`src/rtl/ft600_tx_arbiter.sv`:
```
// ft600_tx_arbiter
//   Merges two byte streams (A, B) into FT600 transmit packets. One channel at
//   a time owns the packet buffer (round-robin). Received bytes are packed after
//   a one-byte header. The packet is handed to the FT600 once it is complete:
//   the owner signalled end-of-message, the payload is full, or the owner went
//   quiet for TIMEOUT cycles.
//
// Ports
//   clk, rst_n           clock, asynchronous active-low reset
//   a_data/valid/last    channel A byte stream, a_ready = byte accepted
//   b_data/valid/last    channel B byte stream, b_ready = byte accepted
//   tx_buf               packet image, byte k at [8k+7:8k], byte 0 = header
//   tx_buf_send          byte count to transmit (0 = no request)
//   tx_buf_sent          completion echo from the FT600 side
//   grant                one-hot owner {B,A}, 00 = none
//   busy                 high whenever a packet is in progress
//
// state    | meaning
// ---------+------------------------------------------------------------
// IDLE     | no owner; arbitrate on the valids, buffer/counters cleared
// COLLECT  | granted channel is streaming bytes into tx_buf
// SEND     | tx_buf_send = cnt+1, waiting for a matching tx_buf_sent echo
// WAIT_CLR | request dropped, waiting for tx_buf_sent to return to 0
module ft600_tx_arbiter #(
  parameter int TX_BUFFER   = 16,
  parameter int MAX_PAYLOAD = 14,
  parameter int TIMEOUT     = 255
) (
  input  logic                   clk,
  input  logic                   rst_n,
  input  logic [7:0]             a_data,
  input  logic                   a_valid,
  input  logic                   a_last,
  output logic                   a_ready,
  input  logic [7:0]             b_data,
  input  logic                   b_valid,
  input  logic                   b_last,
  output logic                   b_ready,
  output logic [8*TX_BUFFER-1:0] tx_buf,
  output logic [3:0]             tx_buf_send,
  input  logic [3:0]             tx_buf_sent,
  output logic [1:0]             grant,
  output logic                   busy
);

  localparam logic [1:0] IDLE     = 2'd0;
  localparam logic [1:0] COLLECT  = 2'd1;
  localparam logic [1:0] SEND     = 2'd2;
  localparam logic [1:0] WAIT_CLR = 2'd3;

  localparam int TW = $clog2(TIMEOUT + 1);
  localparam int IW = $clog2(8 * TX_BUFFER);
  localparam logic [TW-1:0] TIMER_MAX = TW'(TIMEOUT);
  localparam logic [TW-1:0] TIMER_HIT = TW'(TIMEOUT - 1);
  localparam logic [3:0]    CNT_MAX   = 4'(MAX_PAYLOAD);

  logic [1:0]    state;
  logic          owner;     // 0 = A, 1 = B
  logic          pref_b;    // round-robin: B wins a tie when set
  logic [3:0]    cnt;
  logic [TW-1:0] timer;

  logic          sel_valid;
  logic          sel_last;
  logic [7:0]    sel_data;
  logic          accept;
  logic          timer_hit;
  logic          win_b;
  logic [3:0]    cnt_inc;
  logic [IW-1:0] wr_lsb;

  assign a_ready = (state == COLLECT) && grant[0];
  assign b_ready = (state == COLLECT) && grant[1];
  assign busy    = (state != IDLE);

  always_comb begin
    sel_valid = owner ? b_valid : a_valid;
    sel_last  = owner ? b_last  : a_last;
    sel_data  = owner ? b_data  : a_data;
    // ready is asserted for the owner throughout COLLECT, so valid alone accepts
    accept    = (state == COLLECT) && sel_valid;
    cnt_inc   = cnt + 4'd1;
    wr_lsb    = IW'({cnt_inc, 3'b000});
    // this idle cycle is the one that brings the timer up to TIMEOUT
    timer_hit = (timer >= TIMER_HIT);
    win_b     = b_valid && (!a_valid || pref_b);
  end

  always_ff @(posedge clk or negedge rst_n) begin
    if (!rst_n) begin
      state       <= IDLE;
      owner       <= 1'b0;
      pref_b      <= 1'b0;
      cnt         <= '0;
      timer       <= '0;
      tx_buf      <= '0;
      tx_buf_send <= '0;
      grant       <= 2'b00;
    end else begin
      case (state)
        IDLE: begin
          cnt         <= '0;
          timer       <= '0;
          tx_buf      <= '0;
          tx_buf_send <= '0;
          if (a_valid || b_valid) begin
            owner <= win_b;
            grant <= win_b ? 2'b10 : 2'b01;
            state <= COLLECT;
          end
        end

        COLLECT: begin
          if (accept) begin
            tx_buf[wr_lsb +: 8] <= sel_data;
            cnt                 <= cnt_inc;
            timer               <= '0;
            if (sel_last || (cnt_inc == CNT_MAX)) begin
              tx_buf[7:0] <= {owner, 3'b000, cnt_inc};
              tx_buf_send <= cnt_inc + 4'd1;
              state       <= SEND;
            end
          end else begin
            if (timer != TIMER_MAX) timer <= timer + TW'(1);
            if (timer_hit) begin
              if (cnt != 4'd0) begin
                tx_buf[7:0] <= {owner, 3'b000, cnt};
                tx_buf_send <= cnt_inc;
                state       <= SEND;
              end else begin
                // nothing collected: release the grant, but still rotate priority
                grant  <= 2'b00;
                pref_b <= ~owner;
                state  <= IDLE;
              end
            end
          end
        end

        SEND: begin
          if (tx_buf_sent == tx_buf_send) begin
            tx_buf_send <= '0;
            state       <= WAIT_CLR;
          end
        end

        WAIT_CLR: begin
          if (tx_buf_sent == 4'd0) begin
            grant  <= 2'b00;
            pref_b <= ~owner;
            state  <= IDLE;
          end
        end

        default: state <= IDLE;
      endcase
    end
  end

endmodule

```
`config.mk`:
```
export PLATFORM = sky130hd
export DESIGN_NAME = ft600_tx_arbiter
export DESIGN_NICKNAME = d
export VERILOG_FILES = /design/src/rtl/ft600_tx_arbiter.sv
export SDC_FILE = /design/constraint.sdc
export NUM_CORES = 1
export LEC_CHECK = 0
export ABC_AREA = 1
export BUFFER_PORTS_ARGS = -buffer_cell sky130_fd_sc_hd__buf_2
export CAP_MARGIN = 20
export CORE_ASPECT_RATIO = 2
export CORE_MARGIN = 5
export CORE_UTILIZATION = 55
export DETAILED_ROUTE_END_ITERATION = 7
export PLACE_DENSITY_LB_ADDON = 0.08
export SYNTH_ARGS = -nofsm -noshare
export SYNTH_HDL_FRONTEND = slang
export SYNTH_SLANG_ARGS = --single-unit
```
`constraint.sdc`:
```
create_clock -name clk -period 3.3 [get_ports clk]
set_clock_uncertainty 0.2 [all_clocks]
set_input_delay 0.33 -clock clk [delete_from_list [all_inputs] [get_ports clk]]
set_output_delay 0.33 -clock clk [all_outputs]
set_load 0.05 [all_outputs]
```
==> results.json, run 1 <==
{
  "vias": 6868,
  "wire_per_inst_um": 16.5,
  "crit_path_frequent_cell": "nand2_1",
  "ys_warn_count": 0,
  "synth_edf_count": 0,
  "synthesis.nets": 981,
  "cts_tree": "built",
  "cellInternalPower_mw": 3.90,
  "final_cells": 1284,
  "drv_cap": 0,
  "syn_area_per_cell_um2": 7.90,
  "hp-start": "a_valid",
  "async_flop_share": 1.00,
  "cp_slowest_cell": "dfrtp_1",
  "crit_arrival_ps": 2930,
  "placedCellCount": 1252,
  "viasPerCell": 5.35,
  "ant_nets": 0,
  "path_max_fanout": 14,
  "p_clk_frac": 0.294,
  "final_common_cell": "nand2_1",
  "hold_violations": 0,
  "crit_required_ps": 3420,
  "htree_levels": 4,
  "clockBufferDepth": 2,
  "firstDrtPassIters": 5,
  "worst_pin_slew_ps": 628,
  "row_count": 60,
  "synth-main-ff-cell": "dfrtp_1",
  "rr_startpoint": "cnt[0]$_DFFE_PN0P_",
  "switching_power_mw": 3.24,
  "routabilityCongestion": 0.914,
  "holdPathStages": 4,
  "ys_types": 37,
  "area_growth_pct": 21.3,
  "max_clock_freq_mhz": 356,
  "synth_top_area_share": 0.502,
  "wl_met1_mm": 7.72,
  "grt_first_pass_wirelength_mm": 34.8,
  "core-area_mm2": 0.0134,
  "io_pins": 163,
  "drtIter0Drc": 417,
  "r2r_cells": 12,
  "grt_max_degree": 62,
  "slew_viol_final": 0,
  "power.total_mw": 7.14,
  "fin_crit_ps": 2810,
  "p_comb_frac": 0.405,
  "min_to": "owner$_DFFE_PN0P_",
  "powerDensity_mw_per_mm2": 787,
  "ys_top_cells_by_area": "dfrtp_1 (50%), nand2_1 (23%), nand3_1 (2.9%)",
  "slowest_delay_ps": 600,
  "globalRouteTotalUtil": 0.275,
  "min_path_type": "input pin to flop",
  "netlist_area_mm2": 0.00747,
  "die_y_um": 175,
  "port_buffers": 162,
  "crit_chain": "inv_4 > ha_1 > nor2_8 > inv_2 > nor2_2 > nand2_1 > nand2_2 > nand3_2 > nand2_1 > nand2_1 > nand2_1 > nand2_1",
  "critical_path_class": "flop to flop",
  "drc": 0,
  "grt-ovfl-total": 0,
  "wl_met3_mm": 1.02,
  "ir_worst_vdd_mv": 0.518,
  "rsz0062_at_grt": "false",
  "leakage_nw": 5.29,
  "final_cell_mix": "nand2_1 (452), buf_2 (161), dfrtp_1 (150), nor2_1 (57), inv_1 (49)",
  "final_nets": 1152,
  "endpoint_kind": "flop",
  "dp_hpwl_mm": 16.2,
  "seq_area_mm2": 0.00375,
  "swShare": 0.454,
  "cts.sinks": 150,
  "synth_cells": 946,
  "r2r_end": "tx_buf[31]$_DFFE_PN0P_",
  "drive_gt1_frac": 0.246,
  "clk_root_buffer_cell": "clkbuf_16",
  "multi_input_area_mm2": 0.00334,
  "antenna_found_initial": 0,
  "yosysTopAreaCell": "dfrtp_1",
  "highest_layer": "met4",
  "initial_utilization": 0.556,
  "clk_pin_slew_ps": 60,
  "setup_viol_count_final": 0,
  "routed-wl-met2_mm": 11.5,
  "status": "completed",
  "die_w_um": 92.4,
  "grt_pass1_vias": 6968,
  "tns_ps": 0,
  "n_antenna_cell": 0,
  "seqPwrFrac": 0.301,
  "crit_path_start_kind": "flop",
  "slew_headroom": 0.582,
  "cts_buffers": 17,
  "ys_ff_latch": 150,
  "insertion_delay_ps": 430,
  "finalCritPeriodShare": 0.852,
  "seq_area_frac_synth": 0.502,
  "die_area_mm2": 0.0162,
  "r2r_slack_ps": 490,
  "fill_cells": 1211,
  "drt_wl_total_mm": 21.2
}
per-layer routing:
layer | track usage | vias up
li1 | - | 3322
met1 | 0.302 | 3201
met2 | 0.500 | 276
met3 | 0.0414 | 69
met4 | 0.142 | 0
met5 | 0 | -
stage by stage:
step | worst slack, ps | hold slack (ps) | util | instance area (µm²)
floorplan | 992 | -166 | - | 7470
detailed placement | 525 | 145 | 0.627 | 8430
CTS | 522 | 75.0 | 0.675 | 9070
global placement | 590 | 146 | 0.627 | 8430
global route | 294 | 118 | 0.675 | 9070
finish | 488 | 76.8 | 0.675 | 9070
sequential cells by signal (all words and copies together) (netlist names), named ones only:
register and cells:
owner 1, tx_buf_send 4, timer 8, cnt 4
state 1, grant 2, tx_buf 128, pref_b 1
worst max-delay path: cells and delay by family (launching register included):
family / cells / cell delay [ps]
AND/OR/NAND/NOR: 9 / 1260
buffers and inverters: 2 / 190
adder cells (fa/ha/maj): 1 / 440
flip-flops: 1 / 600
synth_stat cells, types with 6 or more instances:
cell type / count
nor3_1: 14
inv_1: 49
clkbuf_1: 6
nor2_2: 12
o21ai_0: 26
ha_1: 9
nand2_2: 21
xor2_1: 6
nor2_4: 13
o31ai_1: 9
inv_2: 13
nand4_1: 15
nand2_1: 452
a21oi_1: 7
nand3_1: 43
nor2_1: 57
dfrtp_1: 150
cells by family (layout without fill, tap and decap cells):
logic type / after synthesis / count (layout) / share of synthesized area
and+or+nand+nor: 643 / 643 / 0.383
DFF: 150 / 150 / 0.502
AOI/OAI and AO/OA: 54 / 54 / 0.0425
adders and majority gates: 9 / 9 / 0.0151
xor gates and xnor gates: 6 / 6 / 0.00703
buffers and inverters: 84 / 267 / 0.0504
repair_timing:
| item | in CTS | in global routing |
|---|---|---|
| setup buffers | 0 | 0 |
| hold buffers | 1 | 0 |
| hold endpoints to repair | 58 | 0 |
| gates resized for setup | 0 | 0 |
cell type report:
cell class	instances	area share
clock inverter	13	0.0217
inverter	66	0.0284
multi-input combinational	712	0.369
tap	155	0.0214
clock buffer	18	0.0473
sequential	150	0.414
timing repair buffer	170	0.0984
worst max-delay path by stage:
stage,from,end,slack (ps)
detailed placement,cnt[0]$_DFFE_PN0P_,tx_buf[25]$_DFFE_PN0P_,520
finish,cnt[0]$_DFFE_PN0P_,tx_buf[31]$_DFFE_PN0P_,490
global route,cnt[0]$_DFFE_PN0P_,tx_buf[26]$_DFFE_PN0P_,290
floorplan,cnt[0]$_DFFE_PN0P_,tx_buf[48]$_DFFE_PN0P_,990
global placement,cnt[0]$_DFFE_PN0P_,tx_buf[26]$_DFFE_PN0P_,590
CTS,cnt[0]$_DFFE_PN0P_,tx_buf[8]$_DFFE_PN0P_,520
power groups by stage:
stage,Clock (mW),Sequential (mW),Combinational [mW]
2_1_floorplan,0,2.44,1.88
3_3_place_gp,0,2.18,2.85
3_5_place_dp,0,2.18,2.86
4_1_cts,2.11,2.15,2.88
5_1_grt,2.20,2.17,3.15
6_report,2.10,2.15,2.89
No activity file was read; power rests on OpenSTA's default activity.
==> inputs of run 2 (changes only) <==
BUFFER_PORTS_ARGS = -buffer_cell sky130_fd_sc_hd__buf_4   (was -buffer_cell sky130_fd_sc_hd__buf_2)
CORE_ASPECT_RATIO = 0.6   (was 2)
==> results.json, run 2 (synthesis gave the netlist of run 1 again) <==
{
  "die_y_um": 100,
  "ant_nets": 0,
  "die_area_mm2": 0.0161,
  "antenna_found_initial": 0,
  "status": "completed",
  "tns_ps": 0,
  "crit_path_start_kind": "flop",
  "drt_wl_total_mm": 21.2,
  "routabilityCongestion": 0.936,
  "crit_chain": "inv_4 > ha_1 > nor2_8 > inv_2 > nor2_2 > nand2_1 > nand2_2 > nand3_1 > nand2_1 > nand2_2 > nand2_1 > nand2_1",
  "final_cells": 1303,
  "regMostFlops": "tx_buf",
  "slew_headroom": 0.544,
  "critical_path_class": "flop to flop",
  "area_growth_pct": 26.2,
  "swShare": 0.468,
  "clk_pin_slew_ps": 70,
  "cts_buffers": 17,
  "post-cts-setup-buffers": 0,
  "row_count": 33,
  "globalRouteTotalUtil": 0.264,
  "rr_startpoint": "cnt[0]$_DFFE_PN0P_",
  "clk_root_buffer_cell": "clkbuf_16",
  "grt-ovfl-total": 0,
  "clockBufferDepth": 2,
  "cts_resized": 0,
  "insertion_delay_ps": 420,
  "crit_required_ps": 3420,
  "rsz0062_at_grt": "false",
  "viasPerCell": 5.28,
  "cts_tree": "built",
  "final_nets": 1150,
  "cts_hold_buf": 1,
  "die_w_um": 161,
  "r2r_cells": 12,
  "dp_hpwl_mm": 15.2,
  "wire_per_inst_um": 16.2,
  "seqPwrFrac": 0.303,
  "core-area_mm2": 0.0135,
  "setup_viol_count_final": 0,
  "max_clock_freq_mhz": 342,
  "hold_violations": 0,
  "cts.sinks": 150,
  "final_cell_mix": "nand2_1 (452), buf_4 (165), dfrtp_1 (150), nor2_1 (57), inv_1 (49)",
  "grt_max_degree": 74,
  "finalCritPeriodShare": 0.886,
  "cellInternalPower_mw": 3.76,
  "powerDensity_mw_per_mm2": 750,
  "holdPathStages": 4,
  "slowest_delay_ps": 600,
  "largest_reg_flops": 128,
  "ir_worst_vdd_mv": 0.635,
  "cp-startpoint": "cnt[0]$_DFFE_PN0P_",
  "r2r_end": "tx_buf[50]$_DFFE_PN0P_",
  "r2r_slack_ps": 380,
  "fill_cells": 1121,
  "port_buffers": 162,
  "worst_pin_slew_ps": 685,
  "fin_crit_ps": 2920,
  "drtIter0Drc": 653,
  "p_clk_frac": 0.272,
  "io_pins": 163,
  "reg_top3": "tx_buf x128, timer x8",
  "final_common_cell": "nand2_1",
  "drv_cap": 0,
  "slew_viol_final": 0,
  "cp_slowest_cell": "dfrtp_1",
  "endpoint_kind": "flop",
  "drc": 0,
  "switching_power_mw": 3.31,
  "leakage_nw": 5.26,
  "n_antenna_cell": 0,
  "min_path_type": "input pin to flop",
  "drive_gt1_frac": 0.246,
  "crit_path_frequent_cell": "nand2_1",
  "firstDrtPassIters": 7,
  "p_comb_frac": 0.425,
  "grt_first_pass_wirelength_mm": 34.0,
  "critPathCapture": "tx_buf[50]$_DFFE_PN0P_",
  "crit_arrival_ps": 3040,
  "htree_levels": 4,
  "placedCellCount": 1270,
  "vias": 6875,
  "initial_utilization": 0.554,
  "path_max_fanout": 14,
  "grt_pass1_vias": 6427
}
-- run 2: worst min-delay path by stage --
stage,startpoint,endpoint
final,a_valid,grant[1]$_DFFE_PN0P_
after global routing,a_valid,grant[1]$_DFFE_PN0P_
after CTS,a_valid,grant[1]$_DFFE_PN0P_
after detailed placement,rst_n,tx_buf[67]$_DFFE_PN0P_
after global placement,rst_n,tx_buf[69]$_DFFE_PN0P_
after floorplan,rst_n,asynchronous set/reset pin
-- run 2: worst max-delay path: cells and delay by family (launching register included) --
family        cells  cell delay [ps]
flops             1              600
fa+ha+maj         1              450
simple gates      9             1350
buf+inv           2              210
-- run 2: final cells by class --
class | count | area, µm² | share of cell area
clock buffers | 19 | 443 | 0.0470
repair buffers | 168 | 1280 | 0.136
flip-flops and latches | 150 | 3750 | 0.398
well taps | 175 | 219 | 0.0232
multi-input cells | 712 | 3340 | 0.355
clock inverters | 13 | 135 | 0.0143
inverters | 66 | 258 | 0.0273
-- run 2: through the flow --
| step | area [µm²] | hold WS (ps) | setup slack, ps | util | power [mW] |
|---|---|---|---|---|---|
| 2_1_floorplan | 7470 | -166 | 992 | - | 4.32 |
| 3_3_place_gp | 8840 | 197 | 579 | 0.655 | 5.09 |
| 3_5_place_dp | 8840 | 199 | 485 | 0.655 | 5.11 |
| 4_1_cts | 9430 | 59.3 | 434 | 0.699 | 7.04 |
| 5_1_grt | 9430 | 88.8 | 268 | 0.699 | 7.41 |
| 6_report | 9430 | 69.6 | 377 | 0.699 | 7.07 |
-- run 2: per-layer routing --
layer / vias to the layer above / GRT usage / share of wire
li1: 3314 / - / -
met1: 3236 / 0.404 / 0.48
met2: 296 / 0.372 / 0.42
met3: 29 / 0.0677 / 0.092
met4: 0 / 0.0687 / 0.011
met5: - / 0 / 0
-- run 2: power by group through the flow --
stage / Sequential (mW) / Combinational, mW / Clock, mW
6_report: 2.14 / 3.01 / 1.92
5_1_grt: 2.16 / 3.24 / 2.02
4_1_cts: 2.14 / 2.97 / 1.93
3_5_place_dp: 2.16 / 2.95 / 0
3_3_place_gp: 2.17 / 2.92 / 0
2_1_floorplan: 2.44 / 1.88 / 0
==> inputs of run 3 (changes only) <==
MAX_ROUTING_LAYER = met4   (was default)
PLACE_DENSITY_LB_ADDON = 0.25   (was 0.08)
==> results.json, run 3 (synthesis gave the netlist of run 1 again) <==
{
  "clk_root_buffer_cell": "clkbuf_16",
  "ir_worst_vdd_mv": 0.583,
  "wl_met3_mm": 2.08,
  "max_clock_freq_mhz": 336,
  "holdPathStages": 4,
  "status": "completed",
  "largest_reg_flops": 128,
  "hp-start": "a_valid",
  "htree_levels": 4,
  "core-area_mm2": 0.0135,
  "final_nets": 1148,
  "grt_first_pass_wirelength_mm": 34.5,
  "final_common_cell": "nand2_1",
  "n_antenna_cell": 0,
  "drt_wl_total_mm": 21.3,
  "dp_hpwl_mm": 15.1,
  "insertion_delay_ps": 430,
  "crit_chain": "inv_4 > ha_1 > nor2_8 > inv_2 > nor2_2 > nand2_2 > nand2_2 > nand3_1 > nand2_1 > nand2_2 > nand2_1 > nand2_1",
  "die_area_mm2": 0.0161,
  "path_delay_family": "simple AND/OR/NAND/NOR gates",
  "drive_gt1_frac": 0.245,
  "r2r_slack_ps": 330,
  "antenna_found_initial": 0,
  "cp_slowest_cell": "dfrtp_1",
  "r2r_cells": 12,
  "path_max_fanout": 14,
  "row_count": 33,
  "routabilityCongestion": 0.935,
  "die_w_um": 161,
  "drv_cap": 0,
  "r2r_end": "tx_buf[94]$_DFFE_PN0P_",
  "clk_pin_slew_ps": 60,
  "wl_met1_mm": 10.1,
  "finalCritPeriodShare": 0.901,
  "crit_required_ps": 3410,
  "critical_path_class": "flop to flop",
  "io_pins": 163,
  "highest_layer": "met4",
  "rsz0062_at_grt": "false",
  "grt-ovfl-total": 0,
  "cts.sinks": 150,
  "globalRouteTotalUtil": 0.275,
  "port_buffers": 162,
  "worst_pin_slew_ps": 686,
  "min_path_type": "input pin to flop",
  "ant_nets": 0,
  "critPathBufInv": 2,
  "final_cell_mix": "nand2_1 (452), buf_4 (163), dfrtp_1 (150), nor2_1 (57), inv_1 (49)",
  "grt_pass1_vias": 6586,
  "cts_buffers": 17,
  "setup_viol_count_final": 0,
  "reg_top3": "tx_buf x128, timer x8",
  "power.total_mw": 7.05,
  "routed-wl-met2_mm": 8.85,
  "endpoint_kind": "flop",
  "crit_path_start_kind": "flop",
  "fill_cells": 1070,
  "rr_startpoint": "cnt[0]$_DFFE_PN0P_",
  "slew_headroom": 0.543,
  "viasPerCell": 5.39,
  "regMostFlops": "tx_buf",
  "fin_crit_ps": 2970,
  "firstDrtPassIters": 5,
  "hold_violations": 0,
  "min_to": "grant[1]$_DFFE_PN0P_",
  "drtIter0Drc": 604,
  "clockBufferDepth": 2,
  "die_y_um": 100,
  "cts_tree": "built",
  "powerDensity_mw_per_mm2": 749,
  "crit_arrival_ps": 3080,
  "wire_per_inst_um": 16.4,
  "tns_ps": 0,
  "initial_utilization": 0.554,
  "vias": 7016,
  "drc": 0,
  "leakage_nw": 5.24,
  "grt_max_degree": 83,
  "area_growth_pct": 26.0,
  "slowest_delay_ps": 640,
  "slew_viol_final": 0
}
==> run 3: cell type report <==
type	count	area (µm²)	share of cell area
Sequential cell	150	3750	0.399
Multi-Input combinational cell	712	3340	0.355
Timing Repair Buffer	166	1260	0.134
Clock buffer	18	439	0.0466
Inverter	66	258	0.0274
Tap cell	175	219	0.0233
Clock inverter	14	138	0.0146
==> run 3: where the power goes <==
group / total (mW) / internal (mW) / switching [mW] / leakage [nW]
Clock: 1.93 / 1.08 / 0.851 / 0.273
Sequential: 2.17 / 1.98 / 0.189 / 2.08
Combinational: 2.95 / 0.687 / 2.27 / 2.89
==> run 3: layer usage <==
layer  global-route usage  up-vias
li1                     -     3299
met1                0.414     3317
met2                0.371      367
met3               0.0730       33
met4               0.0654        0
met5                    -        -
==> run 3: worst max-delay path by stage <==
stage / startpoint / to / cells past startpoint
after floorplan: cnt[0]$_DFFE_PN0P_ / tx_buf[48]$_DFFE_PN0P_ / 13
after global placement: cnt[0]$_DFFE_PN0P_ / tx_buf_send[1]$_DFFE_PN0P_ / 7
after detailed placement: cnt[0]$_DFFE_PN0P_ / tx_buf[52]$_DFFE_PN0P_ / 12
after CTS: cnt[0]$_DFFE_PN0P_ / tx_buf[48]$_DFFE_PN0P_ / 12
after global routing: cnt[0]$_DFFE_PN0P_ / tx_buf[52]$_DFFE_PN0P_ / 12
final: cnt[0]$_DFFE_PN0P_ / tx_buf[94]$_DFFE_PN0P_ / 12
==> run 3: repair_timing <==
action | in CTS | in global routing
hold buffers | 1 | 0
hold endpoints to repair | 68 | 0
resized for setup | 0 | 0
buffers inserted | 0 | 0
==> run 3: through the flow <==
stage          instance area [µm²]  worst slack, ps  hold WS, ps   util  instances
2_1_floorplan                 7470              992         -166      -        946
3_3_place_gp                  8830              572          173  0.654       1268
3_5_place_dp                  8830              441          175  0.654       1268
4_1_cts                       9420              396         48.6  0.697       1301
5_1_grt                       9420              141          127  0.697       1301
6_report                      9420              328         56.3  0.697       1301
==> run 3: tightest hold or removal path, delay by kind of cell <==
kind / cells / cell delay (ps)
simple gates: 1 / 70
buf+inv: 1 / 90
compound gates: 2 / 140
